**config.mk**
```make
export PLATFORM = sky130hd
export DESIGN_NAME = netdly_tapline_ctl_flat
export DESIGN_NICKNAME = d
export VERILOG_FILES = /design/src/rtl/netdly_tapline_ctl_pkg.sv /design/src/rtl/netdly_tapline_ctl_if.sv /design/src/rtl/netdly_lane.sv /design/src/rtl/netdly_tapline_ctl.sv /design/src/flat_wrapper.sv
export SDC_FILE = /design/constraint.sdc
export NUM_CORES = 1
export LEC_CHECK = 0
export ABC_AREA = 1
export CELL_PAD_IN_SITES_DETAIL_PLACEMENT = 1
export CELL_PAD_IN_SITES_GLOBAL_PLACEMENT = 1
export CORE_UTILIZATION = 50
export DETAILED_ROUTE_END_ITERATION = 10
export DONT_BUFFER_PORTS = 1
export GPL_TIMING_DRIVEN = 1
export PLACE_DENSITY_LB_ADDON = 0.1
export SLEW_MARGIN = 20
export SYNTH_ARGS = -nofsm -noshare
export SYNTH_HDL_FRONTEND = slang
export SYNTH_SLANG_ARGS = --single-unit
```
**constraint.sdc**
```tcl
create_clock -name i_clk -period 9.7 [get_ports i_clk]
set_input_delay 2.425 -clock i_clk [delete_from_list [all_inputs] [get_ports i_clk]]
set_output_delay 2.425 -clock i_clk [all_outputs]
set_load 0.01 [all_outputs]
```
**src/rtl/netdly_tapline_ctl_pkg.sv**
```systemverilog
// Shared definitions for the DELAYF-compatible tap-line responder and its controller.
// Latency: n/a (types, constants and an elaboration-time helper only).
// Backpressure: n/a.
package netdly_tapline_ctl_pkg;

   // DIRECTION encoding shared with the network delay controller.
   localparam logic DLY_DOWN = 1'b1;
   localparam logic DLY_UP   = 1'b0;

   // Bits needed to hold values 0 .. value-1; used to size and check the tap counter.
   function automatic int clog2(input int value);
      int r;
      r = 0;
      for (int v = value - 1; v > 0; v = v >> 1) begin
         r++;
      end
      return r;
   endfunction

endpackage

```
**src/rtl/netdly_tapline_ctl_if.sv**
```systemverilog
// DELAYF control handshake between the delay controller (master) and the tap line (slave).
// Latency: n/a (wiring only). Backpressure: none; MOVE is edge-based, CFLAG reports the limit.
// Signals: i_loadn, i_move, i_direction (controller -> tap line); o_cflag, o_tap (tap line -> controller).
interface netdly_tapline_ctl_if #(
   parameter int TAPW = 7
);
   logic            i_loadn;
   logic            i_move;
   logic            i_direction;
   logic            o_cflag;
   logic [TAPW-1:0] o_tap;

   modport master (
      output i_loadn, i_move, i_direction,
      input  o_cflag, o_tap
   );

   modport slave (
      input  i_loadn, i_move, i_direction,
      output o_cflag, o_tap
   );
endinterface

```
**src/rtl/netdly_lane.sv**
```systemverilog
// One data lane of the tap line: a MAXTAP+1 stage shift register with a tap-selected output register.
// Latency: i_pin to o_pin is i_tap + 2 cycles.
// Backpressure: none; the lane shifts every clock.
// Ports: i_clk, i_reset_n (async, active-low), i_tap (shared tap count), i_pin (lane in), o_pin (lane out).
module netdly_lane
   import netdly_tapline_ctl_pkg::*;
#(
   parameter int MAXTAP = 127,
   parameter int TAPW   = 7
) (
   input  logic            i_clk,
   input  logic            i_reset_n,
   input  logic [TAPW-1:0] i_tap,
   input  logic            i_pin,
   output logic            o_pin
);

   logic [MAXTAP:0] sr_q;
   logic            pin_d;
   logic            pin_q;

   // Explicit compare mux keeps the select in range even when 2**TAPW exceeds MAXTAP+1.
   always_comb begin
      pin_d = 1'b0;
      for (int j = 0; j <= MAXTAP; j++) begin
         if (i_tap == TAPW'(j)) begin
            pin_d = sr_q[j];
         end
      end
   end

   always_ff @(posedge i_clk or negedge i_reset_n) begin
      if (!i_reset_n) begin
         sr_q  <= '0;
         pin_q <= 1'b0;
      end else begin
         sr_q  <= {sr_q[MAXTAP-1:0], i_pin};
         pin_q <= pin_d;
      end
   end

   assign o_pin = pin_q;

endmodule

```
**src/rtl/netdly_tapline_ctl.sv**
```systemverilog
// Simulation/non-ECP5 stand-in for the per-pin DELAYF: shared tap counter driving NP whole-cycle delay lanes.
// Latency: tap updates one cycle after a MOVE rising edge; i_pin to o_pin is tap + 2 cycles.
// Backpressure: none; steps at a limit are dropped silently and flagged on o_cflag.
// Ports: i_clk, i_reset_n (async, active-low), ctl (slave: loadn/move/direction in, cflag/tap out),
//        i_pin[NP] lane inputs, o_pin[NP] delayed lane outputs.
module netdly_tapline_ctl
   import netdly_tapline_ctl_pkg::*;
#(
   parameter int NP          = 4,
   parameter int TAPW        = 7,
   parameter int MAXTAP      = 127,
   parameter int DEFAULT_TAP = 0
) (
   input  logic                 i_clk,
   input  logic                 i_reset_n,
   netdly_tapline_ctl_if.slave  ctl,
   input  logic [NP-1:0]        i_pin,
   output logic [NP-1:0]        o_pin
);

   if (TAPW < clog2(MAXTAP + 1)) begin : g_bad_tapw
      $error("netdly_tapline_ctl: MAXTAP does not fit in TAPW bits");
   end
   if (DEFAULT_TAP > MAXTAP) begin : g_bad_default
      $error("netdly_tapline_ctl: DEFAULT_TAP exceeds MAXTAP");
   end

   localparam logic [TAPW-1:0] MAX_T = TAPW'(MAXTAP);
   localparam logic [TAPW-1:0] DEF_T = TAPW'(DEFAULT_TAP);

   logic [TAPW-1:0] tap_q;
   logic [TAPW-1:0] tap_d;
   logic            move_q;
   logic            step;

   // move_q resets high so a MOVE already asserted at reset release is not seen as an edge.
   assign step = ctl.i_move & ~move_q;

   // LOADN wins over any step in the same cycle; steps at a limit saturate.
   always_comb begin
      tap_d = tap_q;
      if (!ctl.i_loadn) begin
         tap_d = DEF_T;
      end else if (step && (ctl.i_direction == DLY_DOWN) && (tap_q != '0)) begin
         tap_d = tap_q - TAPW'(1);
      end else if (step && (ctl.i_direction == DLY_UP) && (tap_q != MAX_T)) begin
         tap_d = tap_q + TAPW'(1);
      end
   end

   always_ff @(posedge i_clk or negedge i_reset_n) begin
      if (!i_reset_n) begin
         tap_q  <= DEF_T;
         move_q <= 1'b1;
      end else begin
         tap_q  <= tap_d;
         move_q <= ctl.i_move;
      end
   end

   // Combinational on purpose: the controller reads CFLAG while DIRECTION is held stable.
   assign ctl.o_cflag = (ctl.i_direction == DLY_DOWN) ? (tap_q == '0) : (tap_q == MAX_T);
   assign ctl.o_tap   = tap_q;

   for (genvar k = 0; k < NP; k++) begin : g_lane
      netdly_lane #(
         .MAXTAP (MAXTAP),
         .TAPW   (TAPW)
      ) u_lane (
         .i_clk     (i_clk),
         .i_reset_n (i_reset_n),
         .i_tap     (tap_q),
         .i_pin     (i_pin[k]),
         .o_pin     (o_pin[k])
      );
   end

endmodule

```
**src/flat_wrapper.sv**
```systemverilog
// flat-port wrapper written by rule: the top's interface ports become plain ports
module netdly_tapline_ctl_flat import netdly_tapline_ctl_pkg::*;
#(
   parameter int NP          = 4,
   parameter int TAPW        = 7,
   parameter int MAXTAP      = 127,
   parameter int DEFAULT_TAP = 0
)
  (i_clk, i_reset_n, i_pin, o_pin, ctl_i_loadn, ctl_i_move, ctl_i_direction, ctl_o_cflag, ctl_o_tap);
  netdly_tapline_ctl_if #(.TAPW(TAPW)) ctl_i ();
  input  logic i_clk;
  input  logic i_reset_n;
  input  logic [NP-1:0] i_pin;
  output logic [NP-1:0] o_pin;
  input wire logic [$bits(ctl_i.i_loadn)-1:0] ctl_i_loadn;
  input wire logic [$bits(ctl_i.i_move)-1:0] ctl_i_move;
  input wire logic [$bits(ctl_i.i_direction)-1:0] ctl_i_direction;
  output wire logic [$bits(ctl_i.o_cflag)-1:0] ctl_o_cflag;
  output wire logic [$bits(ctl_i.o_tap)-1:0] ctl_o_tap;
  assign ctl_i.i_loadn = ctl_i_loadn;
  assign ctl_i.i_move = ctl_i_move;
  assign ctl_i.i_direction = ctl_i_direction;
  assign ctl_o_cflag = ctl_i.o_cflag;
  assign ctl_o_tap = ctl_i.o_tap;
  netdly_tapline_ctl #(.NP(NP), .TAPW(TAPW), .MAXTAP(MAXTAP), .DEFAULT_TAP(DEFAULT_TAP)) u_core (.i_clk(i_clk), .i_reset_n(i_reset_n), .ctl(ctl_i), .i_pin(i_pin), .o_pin(o_pin));
endmodule
```
* Word level (Yosys, flattened, before mapping) *
Index checks and enable logic that the tools add are counted.

storage, ports and cells
  flip-flop bits (word level) = 524
  input port bits = 9
  output and inout port bits = 12

cells by class
  add/subtract/negate cells = 2
  equality and inequality tests = 129
  multiplexer cells = 516
  bitwise operators = 3
  reductions and logical operators = 6

operators by type and width
  operator             number
  $mux 1               513
  $eq 7x7->1 const B   64
  $eq 7x6->1 const B   32
  $eq 7x5->1 const B   16
  $eq 7x4->1 const B   8
  $eq 7x3->1 const B   4
  $mux 7               3
  $eq 7x2->1 const B   2
  $add 7x1->7 const B  1
  $eq 7x1->1 const B   1
  $logic_not 7->1      1
  $ne 7x7->1 const B   1
  $reduce_bool 7->1    1
  $sub 7x1->7 const B  1
  $logic_and 1x1->1    4
  $ne 3x1->1 const B   1
  $not 1->1            2
  $and 1x1->1          1

* Longest topological paths before layout *
  depth after elaboration = 129
  gate-level depth with buffers = 130
  mapped depth without buffers = 130

* Cells and area by module *
Synthesis repeated with hierarchy kept, for this count alone.

second synthesis, totals
  cells, all modules = 1939
  area, all modules = 20141.8 µm²

by module, submodules not included
  module              times used  cells each  area an instance (µm²)
  netdly_lane         4           458         4845.9
  netdly_tapline_ctl  1           107         758.2

* Least setup slack after synthesis *
Ideal clock, no wire load.

  kind = reg-to-reg
  from = register u_core.tap_q[0], in the netlist u_core.ctl.o_tap[0]
  to = register u_core.g_lane[0].u_lane.pin_q
  setup time = 66 ps
  data arrival time = 8264 ps
  data required time = 9634 ps
  setup slack = 1371 ps
  stages on the path, launching flop included = 129
  period minus slack after synthesis = 8329 ps
  cells stage by stage = dfrtp_1 -> inv_1 -> ha_1 -> nand3_2 -> nor2_1 -> nand2_1 -> nand3_1 -> nand2_1 -> nand2_1 -> o21ai_1 -> o21ai_1 -> o311ai_1 -> a21oi_1 -> a21oi_1 -> nand3_1 -> o21ai_1 -> nand2_1 -> o21ai_1 -> (+93 left out) -> nand2_1 -> nand2_1 -> nand2_1 -> nand2_1 -> nand2_1 -> nand2_1 -> nand2_1 -> nand2_1 -> nand2_1 -> nand2_1 -> nand2_1 -> nand2_1 -> nand2_1 -> nand2_1 -> nand2_1 -> nand2_1 -> nand2_1 -> nand2_1

on the way
  longest elaborated chain between the ends = 129

ends and longest elaborated chain
  element                                  line                      source
  start: declaration                       netdly_tapline_ctl.sv:31  logic [TAPW-1:0] tap_q;
  start signal: assignment                 netdly_tapline_ctl.sv:56  tap_q <= tap_d;
  $logic_not 7->1                          netdly_lane.sv:26         if (i_tap == TAPW'(j)) begin
  $mux 1 (127 in series)                   netdly_lane.sv:26
  $mux 1 *                                 netdly_lane.sv:26
  named net u_core.g_lane[0].u_lane.pin_d  netdly_lane.sv:19         logic pin_d;
  end signal: assignment                   netdly_lane.sv:38         pin_q <= pin_d;
  end: declaration                         netdly_lane.sv:20         logic pin_q;

Mark *: on every way through the listed nets, which the timed path passes. The rest lies on a longest branch.
A chain may end at the register's enable or synchronous reset.

* Final worst setup path *
  from = register u_core.tap_q[3], in the netlist u_core.ctl.o_tap[3]
  to = register u_core.g_lane[0].u_lane.pin_q

Same word-level chain as after synthesis.

==> summary.txt <==
Logic synthesis
  – Mean Syn Cell Area: 10.1 µm²
  – List of most frequent post-synthesis cells: dfrtp_1 (523), nand2_1 (458), nand3_1 (264), nor2_1 (190), inv_1 (137)
  – Synth top area cells: dfrtp_1 (67%), nand2_1 (8.9%), nand3_1 (6.8%)
  – Sequential share of the synthesized area: 0.676
  – Top FF cell, synth: dfrtp_1
  – Number of flops mapped to enable cells by yosys: 0
  – Unique masters post-synth: 37
  – Syn_nets: approximately 1.9k
  – Top-count cell post-synth: dfrtp_1
  – Synth top area share: 0.674
  – Synth warnings: 0
  – Synthesized flop and latch total: 524
  – Async S/R FF share, synth: 1.00
  – Largest area contributor in the synthesized netlist: dfrtp_1
  – Synthesized instance count: ~1.9k
  – Post-Syn Area: 0.0194 mm²

Worst setup path
  – CP endpoint kind: flip-flop
  – Crit path buffers/inverters: 2
  – Reg2Reg Setup Slack: -840 ps
  – Slowest CP cell: dfrtp_2
  – CP Max Fanout: 4
  – CP top delay family: simple AND/OR/NAND/NOR gates
  – Slowest Stage Delay on Critical Path: 450 ps
  – CP dominant cell by count: nand2_1
  – Req. time, crit path: 10210 ps
  – Crit path DAT: 11050 ps
  – Crit start category: flip-flop
  – Setup CP Type: reg -> reg

GRT
  – Total Routing Usage GR: 0.269
  – Initial antenna violation count: 0
  – Met2 Usage GRT: 0.455
  – Vias in the first global route: 15.3k
  – Gr ovfl total: 0
  – Routing usage on met3: 0.0505
  – First-pass GRT wire length: between 80 and 90 mm
  – GRT met1 Usage: 0.347
  – Largest net degree at the start of global routing: 525
  – Gr busiest metal: met2

Outcome
  – Status: finished, violations left
  – Failing checks: slew limit, setup timing

Pwr
  – Leak Pwr: approximately 11 nW
  – VDD IR max: 0.142 mV
  – PD cells: 231 mW/mm²

Job
  – Max_cap viols: 0

Cells and area
  – Area Growth Syn to Fin: 16.6%
  – Fillers: 4173
  – Area of the multi-input gates: 0.00585 mm²
  – Share of cells above drive strength 1: 0.175
  – Final core occ: 0.596
  – Final nets: approximately 2.1k
  – Seq. cell area: 0.0131 mm²

Route
  – Antenna violation net count after detailed routing: 0
  – Drt pass-1 iters: 6
  – DR WL/cell: slightly below 20 µm
  – DRC Markers: 0
  – Vias per cell: 5.27
  – DRT Wirelength: 49.8 mm
  – Via Count: 13.7k
  – DRT iter0 DRCs: 782

Clocking
  – Num Clock Sinks: 524
  – CTS Hold Buffers Added: 0
  – Reg clk slew, reported paths: 60 ps
  – Clock Path Buffers: 3
  – Root Driver: clkbuf_16
  – CTS buffer count: 53
  – H-tree level count: 2
  – Clk Latency, worst-skew pair: 590 ps
  – CTS tree: done

Timing
  – Fin crit period: approximately 11000 ps
  – Finish-stage setup viols: 4
  – Final period utilization: 1.09
  – RSZ-0062 raised after global routing: yes
  – Skew final: 18.8 ps
  – Worst-Margin Slew: ~2200 ps
  – Fmax: between 0.09 and 0.1 GHz
  – Max_slew headroom: -0.456
  – Final Hold Viols: 0
  – Final slew viol count: 250
  – Post-route setup slack: -842 ps

Die
  – I/O Pins: 21
  – Total die area: 0.0396 mm²
  – Core Area: 0.0379 mm²
  – Die height: 199 µm
  – # rows: 71
  – Die X: 199 µm
  – Initial core utilization: 0.512

Placement
  – Detailed placement HPWL: 31.0 mm
  – Post-place setup slack: -713 ps
  – GPL Wtd Cong: 0.801
  – Port bufs: 0

Worst hold path
  – Tightest Hold Check Type: reg -> reg
## sequential cells by signal (all words and copies together), names as in the netlist
name,count
u_core.g_lane.u_lane.sr_q,512
u_core.ctl.o_tap,7
u_core.move_q,1
u_core.g_lane.u_lane.o_pin,4
## cell type report
class / instances / area share
sequential: 524 / 0.580
timing repair buffer: 89 / 0.0314
clock buffer: 82 / 0.0692
multi-input combinational: 1219 / 0.259
inverter: 156 / 0.0260
antenna: 1 / 0.000111
clock inverter: 10 / 0.00664
tap: 511 / 0.0283
## cell families (layout without fill, tap and decap cells)
kind of cell,after synthesis,after routing,share of synthesized area
AND/OR/NAND/NOR,1069,1069,0.245
adder cells (fa/ha/maj),5,5,0.00322
buffers and inverters,171,337,0.0344
other,0,1,0
flip-flops,524,524,0.676
AO/OA/AOI/OAI,144,144,0.0411
XOR/XNOR,1,1,0.000451
## placed cells by master (no fill, tap or decap), drive strengths merged
cell    synthesis  routed
nor2          197     197
o21bai          1       1
xor2            1       1
nand3         265     265
bufinv          0       4
nand4           7       7
ha              5       5
o32ai           1       1
or2           130     130
o211a           1       1
o211ai         10      10
dfstp           1       1
nand2         462     462
inv           150     150
o31ai           1       1
diode           0       1
nor3            8       8
clkinv          6      12
buf             7      89
dfrtp         523     523
a21oi          84      84
o311ai          4       4
a31oi           3       3
o21ai          37      37
a211oi          2       2
clkbuf          8      82
## what timing repair did
item,in CTS,in global routing
pin swaps,29,17
gates cloned,0,0
endpoints found under the setup margin,4,4
setup buffers,10,8
resized for setup,41,20
## routing by layer
| metal | share of wire | vias to the layer above | wire length, µm |
|---|---|---|---|
| met1 | 0.43 | 6975 | 21500 |
| met3 | 0.040 | 108 | 1990 |
| met2 | 0.49 | 206 | 24600 |
| met5 | 0 | - | 0 |
| met4 | 0.034 | 0 | 1680 |
| li1 | - | 6382 | - |
## where the power goes
part	leakage (nW)	switching, W	internal (W)
logic	3.19	0.000550	0.000374
clock network	0.845	0.000823	0.00121
registers	6.84	0.0000364	0.00224
## path summary, 6_finish.rpt
path | startpoint | to | cells past startpoint
min in group asynchronous | i_reset_n | u_core.g_lane[2].u_lane.sr_q[127]$_DFF_PN0_ | 0
hold / removal | u_core.g_lane[2].u_lane.sr_q[17]$_DFF_PN0_ | u_core.g_lane[2].u_lane.sr_q[18]$_DFF_PN0_ | 0
setup reg to reg | u_core.ctl.o_tap[3]$_DFFE_PN0P_ | u_core.g_lane[0].u_lane.o_pin$_DFF_PN0_ | 131
max in group asynchronous | i_reset_n | u_core.ctl.o_tap[3]$_DFFE_PN0P_ | 0
hold reg to reg | u_core.g_lane[2].u_lane.sr_q[17]$_DFF_PN0_ | u_core.g_lane[2].u_lane.sr_q[18]$_DFF_PN0_ | 0
setup / recovery | u_core.ctl.o_tap[3]$_DFFE_PN0P_ | u_core.g_lane[0].u_lane.o_pin$_DFF_PN0_ | 131
## through the flow
step / cells / power (W) / setup TNS, ps / hold slack (ps) / area [µm²]
global route: 2591 / 0.00550 / -9220 / 374 / 22600
finish: 2592 / 0.00523 / -2740 / 364 / 22600
global placement: 2481 / 0.00312 / -1350 / 349 / 20500
detailed placement: 2481 / 0.00314 / -2360 / 354 / 20500
floorplan: 1914 / 0.00290 / 0 / 347 / 19400
CTS: 2583 / 0.00526 / -3060 / 365 / 22500
(Power assumes the default switching activity.)
